[src/rtl/tdc_pkg.sv]
// Shared definitions for the TDC tap readout block.
//  - state_t   : readout FSM states
//  - FLUSH_CYC : number of cycles spent discarding stale front-end pipeline contents
//  - code_w()  : width of a binary code able to hold 0..n_taps
package tdc_pkg;

    typedef enum logic [1:0] {
        IDLE  = 2'd0,
        FLUSH = 2'd1,
        ACQ   = 2'd2,
        DONE  = 2'd3
    } state_t;

    // Matches the tap-to-code_q latency, so that no sample latched before
    // the measurement began reaches the accumulator.
    localparam int FLUSH_CYC = 3;

    function automatic int code_w(input int n_taps);
        return $clog2(n_taps + 1);
    endfunction

endpackage

[src/rtl/tdc_therm2bin.sv]
// Combinational thermometer-to-binary converter with bubble correction.
// Ports:
//   therm  in  N_TAPS  thermometer code, bit 0 nearest the launch point
//   code   out CODE_W  number of ones after 3-input majority bubble correction
// The chain is padded with a 1 below bit 0 and a 0 above the top bit, so the
// end taps are judged against the values an ideal thermometer code would have.
module tdc_therm2bin
    import tdc_pkg::*;
#(
    parameter int N_TAPS = 16,
    localparam int CODE_W = code_w(N_TAPS)
) (
    input  logic [N_TAPS-1:0] therm,
    output logic [CODE_W-1:0] code
);

    logic [N_TAPS+1:0] ext;
    logic [N_TAPS-1:0] fixed;

    assign ext = {1'b0, therm, 1'b1};

    always_comb begin
        fixed = '0;
        for (int i = 0; i < N_TAPS; i++) begin
            // ext[i+1] is therm[i]; ext[i] and ext[i+2] are its neighbours.
            fixed[i] = (ext[i] & ext[i+1]) | (ext[i+1] & ext[i+2]) | (ext[i] & ext[i+2]);
        end
    end

    always_comb begin
        code = '0;
        for (int i = 0; i < N_TAPS; i++) begin
            code = code + CODE_W'(fixed[i]);
        end
    end

endmodule

[src/rtl/tdc_tap_readout.sv]
// TDC delay-line receive end: synchronises the tap vector, bubble-corrects it,
// converts to a binary delay code and averages 2**AVG_LOG2 codes per measurement.
// Ports:
//   clk, rst     system clock, asynchronous active-high reset
//   taps         raw delay-line taps (asynchronous to clk)
//   start        request a measurement (honoured in IDLE only)
//   cont         auto-restart after each accepted result
//   meas_valid   result available; held until accepted
//   meas_ready   host accepts when meas_valid && meas_ready on a clk edge
//   meas_avg     floor(sum / 2**AVG_LOG2)
//   meas_min     smallest code in the window
//   meas_max     largest code in the window
//   meas_sat     some code in the window was 0 or N_TAPS
//   busy         high in FLUSH or ACQ
//   fsm_state    current FSM state, for observation
// Handshake: a result transfers on a rising clk edge where meas_valid and
// meas_ready are both high; meas_valid never drops without that transfer and
// the result outputs do not change while meas_valid is high.
module tdc_tap_readout
    import tdc_pkg::*;
#(
    parameter int N_TAPS   = 16,
    parameter int AVG_LOG2 = 4,
    localparam int CODE_W  = code_w(N_TAPS)
) (
    input  logic              clk,
    input  logic              rst,
    input  logic [N_TAPS-1:0] taps,
    input  logic              start,
    input  logic              cont,
    output logic              meas_valid,
    input  logic              meas_ready,
    output logic [CODE_W-1:0] meas_avg,
    output logic [CODE_W-1:0] meas_min,
    output logic [CODE_W-1:0] meas_max,
    output logic              meas_sat,
    output logic              busy,
    output logic [1:0]        fsm_state
);

    localparam int ACC_W = CODE_W + AVG_LOG2;
    localparam int CNT_W = AVG_LOG2 + 1;
    localparam logic [CNT_W-1:0]  SAMPLES   = CNT_W'(1 << AVG_LOG2);
    localparam logic [CODE_W-1:0] CODE_FULL = CODE_W'(N_TAPS);
    localparam logic [1:0]        FLUSH_END = 2'(FLUSH_CYC - 1);

    // ---------------- front end (free running) ----------------
    logic [N_TAPS-1:0] s1, s2;
    logic [CODE_W-1:0] code_c, code_q;

    always_ff @(posedge clk or posedge rst) begin
        if (rst) begin
            s1     <= '0;
            s2     <= '0;
            code_q <= '0;
        end else begin
            s1     <= taps;
            s2     <= s1;
            code_q <= code_c;
        end
    end

    tdc_therm2bin #(.N_TAPS(N_TAPS)) u_therm2bin (
        .therm (s2),
        .code  (code_c)
    );

    // ---------------- FSM ----------------
    state_t           state, state_nxt;
    logic [1:0]       flush_cnt;
    logic [CNT_W-1:0] cnt;
    logic             enter_flush;
    logic             acq_finish;

    always_ff @(posedge clk or posedge rst) begin
        if (rst) state <= IDLE;
        else     state <= state_nxt;
    end

    always_comb begin
        state_nxt = state;
        case (state)
            IDLE:  if (start) state_nxt = FLUSH;
            FLUSH: if (flush_cnt == FLUSH_END) state_nxt = ACQ;
            ACQ:   if (cnt == SAMPLES) state_nxt = DONE;
            DONE:  if (meas_ready) state_nxt = cont ? FLUSH : IDLE;
            default: state_nxt = IDLE;
        endcase
    end

    always_comb begin
        meas_valid  = (state == DONE);
        busy        = (state == FLUSH) || (state == ACQ);
        fsm_state   = state;
        enter_flush = ((state == IDLE) && start) ||
                      ((state == DONE) && meas_ready && cont);
        acq_finish  = (state == ACQ) && (cnt == SAMPLES);
    end

    // ---------------- accumulation ----------------
    // ACQ folds one code_q per cycle until SAMPLES have been taken; the
    // following ACQ cycle registers the finished window into the outputs,
    // which puts meas_valid 20 edges after the start edge at defaults.
    logic [ACC_W-1:0]  acc;
    logic [CODE_W-1:0] mn, mx;
    logic              sat;

    always_ff @(posedge clk or posedge rst) begin
        if (rst) begin
            flush_cnt <= '0;
            cnt       <= '0;
            acc       <= '0;
            mn        <= CODE_FULL;
            mx        <= '0;
            sat       <= 1'b0;
        end else if (enter_flush) begin
            flush_cnt <= '0;
            cnt       <= '0;
            acc       <= '0;
            mn        <= CODE_FULL;
            mx        <= '0;
            sat       <= 1'b0;
        end else begin
            if (state == FLUSH) flush_cnt <= flush_cnt + 2'd1;
            if ((state == ACQ) && (cnt != SAMPLES)) begin
                cnt <= cnt + CNT_W'(1);
                acc <= acc + ACC_W'(code_q);
                if (code_q < mn) mn <= code_q;
                if (code_q > mx) mx <= code_q;
                if ((code_q == '0) || (code_q == CODE_FULL)) sat <= 1'b1;
            end
        end
    end

    // Result registers change only on ACQ->DONE, so they are stable while
    // meas_valid is high and keep the last result after acceptance.
    always_ff @(posedge clk or posedge rst) begin
        if (rst) begin
            meas_avg <= '0;
            meas_min <= '0;
            meas_max <= '0;
            meas_sat <= 1'b0;
        end else if (acq_finish) begin
            meas_avg <= acc[ACC_W-1:AVG_LOG2];
            meas_min <= mn;
            meas_max <= mx;
            meas_sat <= sat;
        end
    end

endmodule
[config.mk]
export PLATFORM = sky130hd
export DESIGN_NAME = tdc_tap_readout
export DESIGN_NICKNAME = d
export VERILOG_FILES = /design/src/rtl/tdc_pkg.sv /design/src/rtl/tdc_therm2bin.sv /design/src/rtl/tdc_tap_readout.sv
export SDC_FILE = /design/constraint.sdc
export NUM_CORES = 1
export LEC_CHECK = 0
export ABC_CLOCK_PERIOD_IN_PS = 4300
export CORE_MARGIN = 8
export CORE_UTILIZATION = 51
export DETAILED_ROUTE_END_ITERATION = 10
export GPL_TIMING_DRIVEN = 0
export PLACE_DENSITY = 0.76
export SYNTH_ARGS = -nofsm -noshare
export SYNTH_HDL_FRONTEND = slang
export SYNTH_SLANG_ARGS = --single-unit
[constraint.sdc]
create_clock -name clk -period 4.3 [get_ports clk]
set_input_delay 0.43 -clock clk [delete_from_list [all_inputs] [get_ports clk]]
set_output_delay 0.43 -clock clk [all_outputs]
set_load 0.01 [all_outputs]
# Word-level counts from Yosys, hierarchy flattened
# Cells that the tools add are included.
[totals]
regBits = 82
inputBits = 21
out_inout_bits = 20
wordCells = 144
[op_classes]
add_sub_neg = 18
order_cmp = 2
n_eq_ne = 11
mux = 21
bitwise_logic = 59
n_reduce_logical = 19
[ops]
columns = ["cell", "n"]
rows = [
  ["$add A5 B1 Y5", 14],
  ["$mux W5", 8],
  ["$or A1 B1 Y1", 30],
  ["$and A1 B1 Y1", 29],
  ["$mux W9", 2],
  ["$mux W2", 6],
  ["$eq A5 B5 Y1 const B", 2],
  ["$reduce_bool A2 Y1", 5],
  ["$add A9 B5 Y9", 1],
  ["$pmux W2 S4", 1],
  ["$eq A2 B2 Y1 const B", 3],
  ["$reduce_and A2 Y1", 3],
  ["$add A5 B1 Y5 const B", 1],
  ["$gt A5 B5 Y1", 1],
  ["$logic_and A1 B1 Y1", 5],
  ["$logic_not A5 Y1", 1],
  ["$lt A5 B5 Y1", 1],
  ["$ne A5 B5 Y1 const B", 1],
  ["$mux W1", 4],
  ["$ne A2 B1 Y1 const B", 2],
  ["$ne A2 B2 Y1 const B", 2],
  ["$reduce_and A4 Y1", 1],
  ["$logic_or A1 B1 Y1", 3],
  ["$add A1 B1 Y2", 1],
  ["other kinds (3)", 3],
]

# Logic depth before layout (Yosys ltp)
# Gate-level depths: netlist of the first run.
[logic_depth]
depth_word = 18
depth_mapped = 14
mapped_depth_nobuf = 14

# Hierarchy
# Synthesis of the first run repeated with hierarchy kept, for this count alone.
[unflattened]
hier_cells = 329
hier_area_um2 = 3902.5
[modules_own_cells]
columns = ["mod", "n_inst", "cells_per_inst", "area_each_um2", "seq_area_each_um2"]
rows = [
  ["tdc_tap_readout", 1, 276, 3389.5, 2053.2],
  ["tdc_therm2bin", 1, 53, 513.0, 0.0],
]

# Worst setup path before layout of the first run
# OpenSTA, ideal clock, no wires.
[synth_timing]
path_kind = "register to register"
startpoint = "register s2[2]"
endpoint = "register code_q[1]"
setup_time_ns = 0.136
arrival_ns = 4.085
required_ns = 4.164
path_slack_ns = 0.079
path_stages_with_launch = 13
n_path_buf = 0
synth_period_minus_slack_ns = 4.221
cell_sequence = "dfrtp_1 maj3_1 ha_1 inv_1 fa_1 inv_1 fa_1 fa_1 inv_1 fa_1 fa_1 inv_1 fa_1"
[synth_between]
elab_chain_cells = 18
elab_cells_between_ends = 25
cone_classes = "add/sub: 15; bitwise: 10"
[synth_rtl]
columns = ["element", "line_no", "source"]
rows = [
  ["start, declared", "tdc_tap_readout.sv:48", "logic [N_TAPS-1:0] s1, s2;"],
  ["start signal, assigned", "tdc_tap_readout.sv:54", "s2 <= '0;"],
  ["start signal, assigned", "tdc_tap_readout.sv:58", "s2 <= s1;"],
  ["$and A1 B1 Y1", "tdc_therm2bin.sv:26", "fixed[i] = (ext[i] & ext[i+1]) | (ext[i+1] & ext[i+2]) | (ext[i] & ext[i+2]);"],
  ["$or A1 B1 Y1 (2 in a row)", "tdc_therm2bin.sv:26", ""],
  ["$add A1 B1 Y2", "tdc_therm2bin.sv:33", "code = code + CODE_W'(fixed[i]);"],
  ["$add A5 B1 Y5", "tdc_therm2bin.sv:33", ""],
  ["$add A5 B1 Y5 * (13 in a row)", "tdc_therm2bin.sv:33", ""],
  ["via code_c[1]", "tdc_tap_readout.sv:49", "logic [CODE_W-1:0] code_c, code_q;"],
  ["end signal, assigned", "tdc_tap_readout.sv:59", "code_q <= code_c;"],
  ["end, declared", "tdc_tap_readout.sv:49", ""],
]
# The timed path passes the listed nets; every way through them passes the cells marked *.
# A chain may end at the register's enable or synchronous reset.

# Worst setup path in the final report of the first run
[layout_timing]
startpoint = "register s2[2]"
endpoint = "register code_q[4]"
# Same word-level chain as after synthesis.

==> results.toml, run 1 <==
[synthesis]
async_reset_ff_frac = 1.00
yosys_warnings = 0
yosysSeqAreaShare = 0.527
synth_top_area_share = 0.520
synth_flop_cell = "dfrtp_1"
syn-instance-count = 335
synth-edff-count = 0
synthTopCellsByArea = "dfrtp_1, ha_1, fa_1"
synthTopCellsByCount = "dfrtp_1, nand2_1, inv_1"
yosys.area.top_type = "dfrtp_1"
ys_ff_latch = 82
syn_nets = 394
syn_area_um2 = 3900
synth.distinct_cells = 46
synth.most_common_cell = "dfrtp_1"
postSynthAreaPerCell_um2 = 11.6

[timing]
drv_slew = 0
hold_viol = 0
hold-worst-slack_ns = 0.343
clock-skew-final_ns = 0.0119
fin_tns_setup_ns = 0
fmax_ghz = 0.243
worst_slew_pin_slew_ns = 0.542
period_minus_slack_ns = 4.11
fin_crit_sh = 0.957
maxSlewHeadroom = 0.639
rsz0062_at_grt = "no"
setup_viol = 0
setup_slack_ns = 0.186

[status]
status = "finished clean"

[routing]
drtAntennaViolNets = 0
wl_per_cell_um = 14.0
viasPerCell = 5.15
drcViolationCount = 0
drt_iter0_drc = 48
vias = 2552
drt_first_pass_iters = 4
routed_wl_um = 6950

[clock_tree]
cts_max_level = 3
clk_pin_slew_ns = 0.09
postCtsHoldBufs = 0
cts_max_path_buffers = 2
cts_root_buf = "clkbuf_8"
cts_tree = "built"
clock_sinks = 82
clock_latency_ns = 0.36
numCtsBuffers = 9

[floorplan]
rows = 32
die_w_um = 103
core_um2 = 7570
initial_core_util = 0.515
ios = 41
dieArea_um2 = 10700
fp.dieH_um = 103

[finish]
diodes = 0
n_fill_cell = 591
drive_above_1_share = 0.0990
stdcell_area_um2 = 4690
area_growth_pct = 20.4
multi_input_area_um2 = 1700
final_nets = 448
regArea_um2 = 2050

[pwr]
irDropWorstVdd_mv = 0.293
pwr-share-clk = 0.213
power.density_nw_per_um2 = 584
p_sw_frac = 0.365
pwr-share-seq = 0.376
power.total_mw = 2.74
p_leak_nw = 2.19
p_sw_mw = 0.999
comb_power_share = 0.411
internal_power_mw = 1.74

[worst_setup_path]
cp_max_fo = 2
critical_path_class = "reg -> reg"
worstSetupEndpointType = "flop"
start_kind = "flop"
worstPathRequired_ns = 4.55
worstPathArrival_ns = 4.36

[global_route]
gr-total-overflow = 0
grt_pass1_wl_um = 11800
grt_pass1_vias = 2677
grt_max_degree = 50
grt_use_total = 0.144
antenna_found_initial = 0

[placed_design]
gp_congestion = 0.818
dp.final_hpwl_um = 5210
portBuffers = 40
placed_cell_area_um2 = 4450
post-place-ws_ns = -0.0561

[hold_path]
hold_class = "reg -> reg"

[job]
max_cap_viol_count = 0
layer usage:
| layer | share of wire | track usage | wire [um] |
|---|---|---|---|
| met1 | 0.43 | 0.163 | 3000 |
| met3 | 0.051 | 0.0408 | 352 |
| met5 | 0 | 0 | 0 |
| met2 | 0.50 | 0.247 | 3470 |
| met4 | 0.017 | 0.0679 | 121 |
sequential cells by signal, summed over array words and instances (netlist names), 5 cells and up:
name      flops
mx            5
cnt           5
s2           16
meas_min      5
code_q        5
mn            5
meas_avg      5
acc           9
s1           16
meas_max      5
final timing paths:
path | startpoint | endpoint | slack, ns | cells after the start
max | s2[2] | code_q[4] | 0.19 | 14
max in group asynchronous | rst | mn[4] | 3.26 | 3
max reg2reg | s2[2] | code_q[4] | 0.19 | 14
min | s1[11] | s2[11] | 0.34 | 0
min in group asynchronous | rst | fsm_state[1] | 0.42 | 2
min reg2reg | s1[11] | s2[11] | 0.34 | 0
logic make-up after synthesis:
family          synth area share
xor+xnor                  0.0180
compound gates            0.0989
simple gates               0.103
fa+ha+maj                  0.164
mux                       0.0507
buf+inv                   0.0389
flops                      0.527
cell type report:
class	instances	share of cell area
timing repair buffer	43	0.0944
inverter	31	0.0253
clock buffer	11	0.0323
buffer	7	0.00747
sequential	82	0.438
multi-input combinational	215	0.362
clock inverter	5	0.0131
tap	102	0.0272
cells in the final DEF, fill, tap and decap left out, drive strengths merged, types with 2 or more instances in the layout:
cell and instances:
xnor2 4, mux2i 13, o21ai 22, nand4 3, dfrtp 81, a21o 7
a21oi 10, nor2b 6, ha 27, maj3 8, nand3 5, a211o 2
or2 2, clkinvlp 3, a211oi 3, a31oi 2, xor2 4, nand2 41
nand3b 2, o211ai 2, buf 5, clkdlybuf4s50 40, mux2 6, inv 32
nor2 16, fa 11, and2 2, clkbuf 16
power by group through the flow:
stage | clock network (mW) | registers, mW | logic, mW
after floorplan | 0 | 1.03 | 0.803
after global placement | 0 | 1.04 | 1.06
after detailed placement | 0 | 1.05 | 1.11
after CTS | 0.598 | 1.03 | 1.12
after global routing | 0.630 | 1.05 | 1.28
final | 0.584 | 1.03 | 1.12
through the flow:
stage          utilization  instances
6_report             0.620        496
5_1_grt              0.620        496
4_1_cts              0.618        495
3_5_place_dp         0.589        478
3_3_place_gp         0.585        477
2_1_floorplan            -        335
worst max-delay path, cell delays in order (launching register included):
cell and delay, ns:
dfrtp_1 0.38, maj3_1 0.35, ha_1 0.27, inv_1 0.05
fa_1 0.53, inv_1 0.05, fa_1 0.45, fa_1 0.50
inv_1 0.06, fa_1 0.56, fa_2 0.20, inv_2 0.04
fa_2 0.37, a21oi_2 0.13, nor2b_1 0.05
timing repair:
action	CTS	global route
hold endpoints to repair	0	0
setup buffers	1	1
gates resized for setup	0	4
pin swaps	1	6
setup endpoints to repair	3	4
(Power assumes the default switching activity.)
==> run 2: changes to the inputs <==
--- a/config.mk
+++ b/config.mk
@@ -6,7 +6,7 @@
 export NUM_CORES = 1
 export LEC_CHECK = 0
 export ABC_CLOCK_PERIOD_IN_PS = 4300
-export CORE_MARGIN = 8
+export CORE_MARGIN = 4
 export CORE_UTILIZATION = 51
 export DETAILED_ROUTE_END_ITERATION = 10
 export GPL_TIMING_DRIVEN = 0
==> run 2 against run 1 <==
Worst hold slack improved by 0.0063 ns. Setup slack got worse by 0.00065 ns. Clock-buffer cell count shrank 1. Clock skew rose by 0.0019 ns. Clock power increased by 11%.
==> results.toml, run 2 (synthesized netlist as in run 1, its figures left out) <==
[worst_setup_path]
worstPathRequired_ns = 4.53
start_kind = "flop"
worstSetupEndpointType = "flop"
critical_path_class = "reg -> reg"
worstPathArrival_ns = 4.35
cp_max_fo = 3

[timing]
drv_slew = 0
hold_viol = 0
hold-worst-slack_ns = 0.349
fmax_ghz = 0.243
maxSlewHeadroom = 0.659
fin_tns_setup_ns = 0
rsz0062_at_grt = "no"
setup_viol = 0
clock-skew-final_ns = 0.0139
fin_crit_sh = 0.957
period_minus_slack_ns = 4.11
worst_slew_pin_slew_ns = 0.510
setup_slack_ns = 0.186

[pwr]
irDropWorstVdd_mv = 0.284
pwr-share-seq = 0.366
pwr-share-clk = 0.231
internal_power_mw = 1.83
p_sw_frac = 0.351
power.density_nw_per_um2 = 597
p_leak_nw = 2.21
p_sw_mw = 0.986
comb_power_share = 0.402
power.total_mw = 2.81

[clock_tree]
clock_latency_ns = 0.35
clk_pin_slew_ns = 0.09
cts_max_path_buffers = 2
numCtsBuffers = 9
cts_root_buf = "clkbuf_8"
cts_max_level = 3
cts_tree = "built"
postCtsHoldBufs = 0
clock_sinks = 82

[floorplan]
initial_core_util = 0.531
rows = 31
dieArea_um2 = 9100
ios = 41
core_um2 = 7330
die_w_um = 95.4
fp.dieH_um = 95.4

[routing]
drtAntennaViolNets = 0
routed_wl_um = 6900
drcViolationCount = 0
viasPerCell = 5.23
wl_per_cell_um = 14.0
drt_iter0_drc = 84
drt_first_pass_iters = 4
vias = 2577

[finish]
final_common_cell = "dfrtp_1"
final_nets = 448
multi_input_area_um2 = 1700
diodes = 0
final_cell_mix = "dfrtp_1, nand2_1, clkdlybuf4s50_1, inv_1, ha_1"
n_fill_cell = 584
stdcell_area_um2 = 4710
regArea_um2 = 2050
top_regs = "s1: 16 flops, s2: 16 flops, acc: 9 flops"
drive_above_1_share = 0.104
area_growth_pct = 20.8

[placed_design]
dp.final_hpwl_um = 5030
gp_congestion = 0.841
post-place-ws_ns = -0.183
placed_cell_area_um2 = 4450
portBuffers = 40

[global_route]
grt_max_degree = 67
gr-total-overflow = 0
grt_pass1_wl_um = 11700
antenna_found_initial = 0
grt_pass1_vias = 2629
grt_use_total = 0.168

[hold_path]
hold_class = "reg -> reg"

[status]
status = "finished clean"

[job]
max_cap_viol_count = 0
## run 2: cell types whose count changed in the layout (fill, tap and decap cells not counted), sizes merged
cell      delta
clkinv       +3
clkinvlp     -3
bufinv       +2
clkbuf       -1
inv          -1
## run 2: timing repair
action	4_1_cts	5_1_grt
cloned	0	0
gates resized for setup	3	4
pin swaps	2	8
endpoints found under the setup margin	4	4
buffers inserted	1	1
## run 2: per-layer routing
layer	up-vias	wire [um]	global-route usage
li1	1247	-	-
met1	1262	2870	0.197
met2	54	3620	0.298
met3	14	282	0.0395
met4	0	126	0.0664
met5	-	0	0
## run 2: power by group through the flow
stage	combinational, mW	clock, mW	sequential [mW]
4_1_cts	1.14	0.666	1.03
5_1_grt	1.30	0.696	1.05
6_report	1.13	0.651	1.03
2_1_floorplan	0.803	0	1.03
3_3_place_gp	1.05	0	1.04
3_5_place_dp	1.12	0	1.05
## run 2: area by class of cell
class / count / share of cell area
clock buffers: 10 / 0.0271
well taps: 99 / 0.0263
inverters: 31 / 0.0252
flip-flops and latches: 82 / 0.436
multi-input cells: 215 / 0.361
plain buffers: 7 / 0.00744
clock inverters: 6 / 0.0223
repair buffers: 43 / 0.0941
## run 2: critical path, stage by stage, from the launching register on
cell     delay, ns
dfrtp_1       0.40
maj3_2        0.31
ha_1          0.28
inv_1         0.05
fa_1          0.50
inv_2         0.05
fa_1          0.48
fa_1          0.52
inv_2         0.05
fa_1          0.51
fa_2          0.36
inv_2         0.08
fa_2          0.42
## run 2: per-stage QoR
step,util,instances
CTS,0.641,492
finish,0.642,493
floorplan,-,335
global route,0.642,493
detailed placement,0.607,475
global placement,0.603,474
## run 2: path summary, 6_finish.rpt
check                      slack, ns   start  cells past startpoint        end
setup reg to reg                0.19   s2[1]                     12  code_q[1]
hold reg to reg                 0.35  s1[10]                      0     s2[10]
hold / removal                  0.35  s1[10]                      0     s2[10]
setup / recovery                0.19   s2[1]                     12  code_q[1]
min in group asynchronous       0.36     rst                      2     s1[11]
max in group asynchronous       3.33     rst                      3      mn[4]
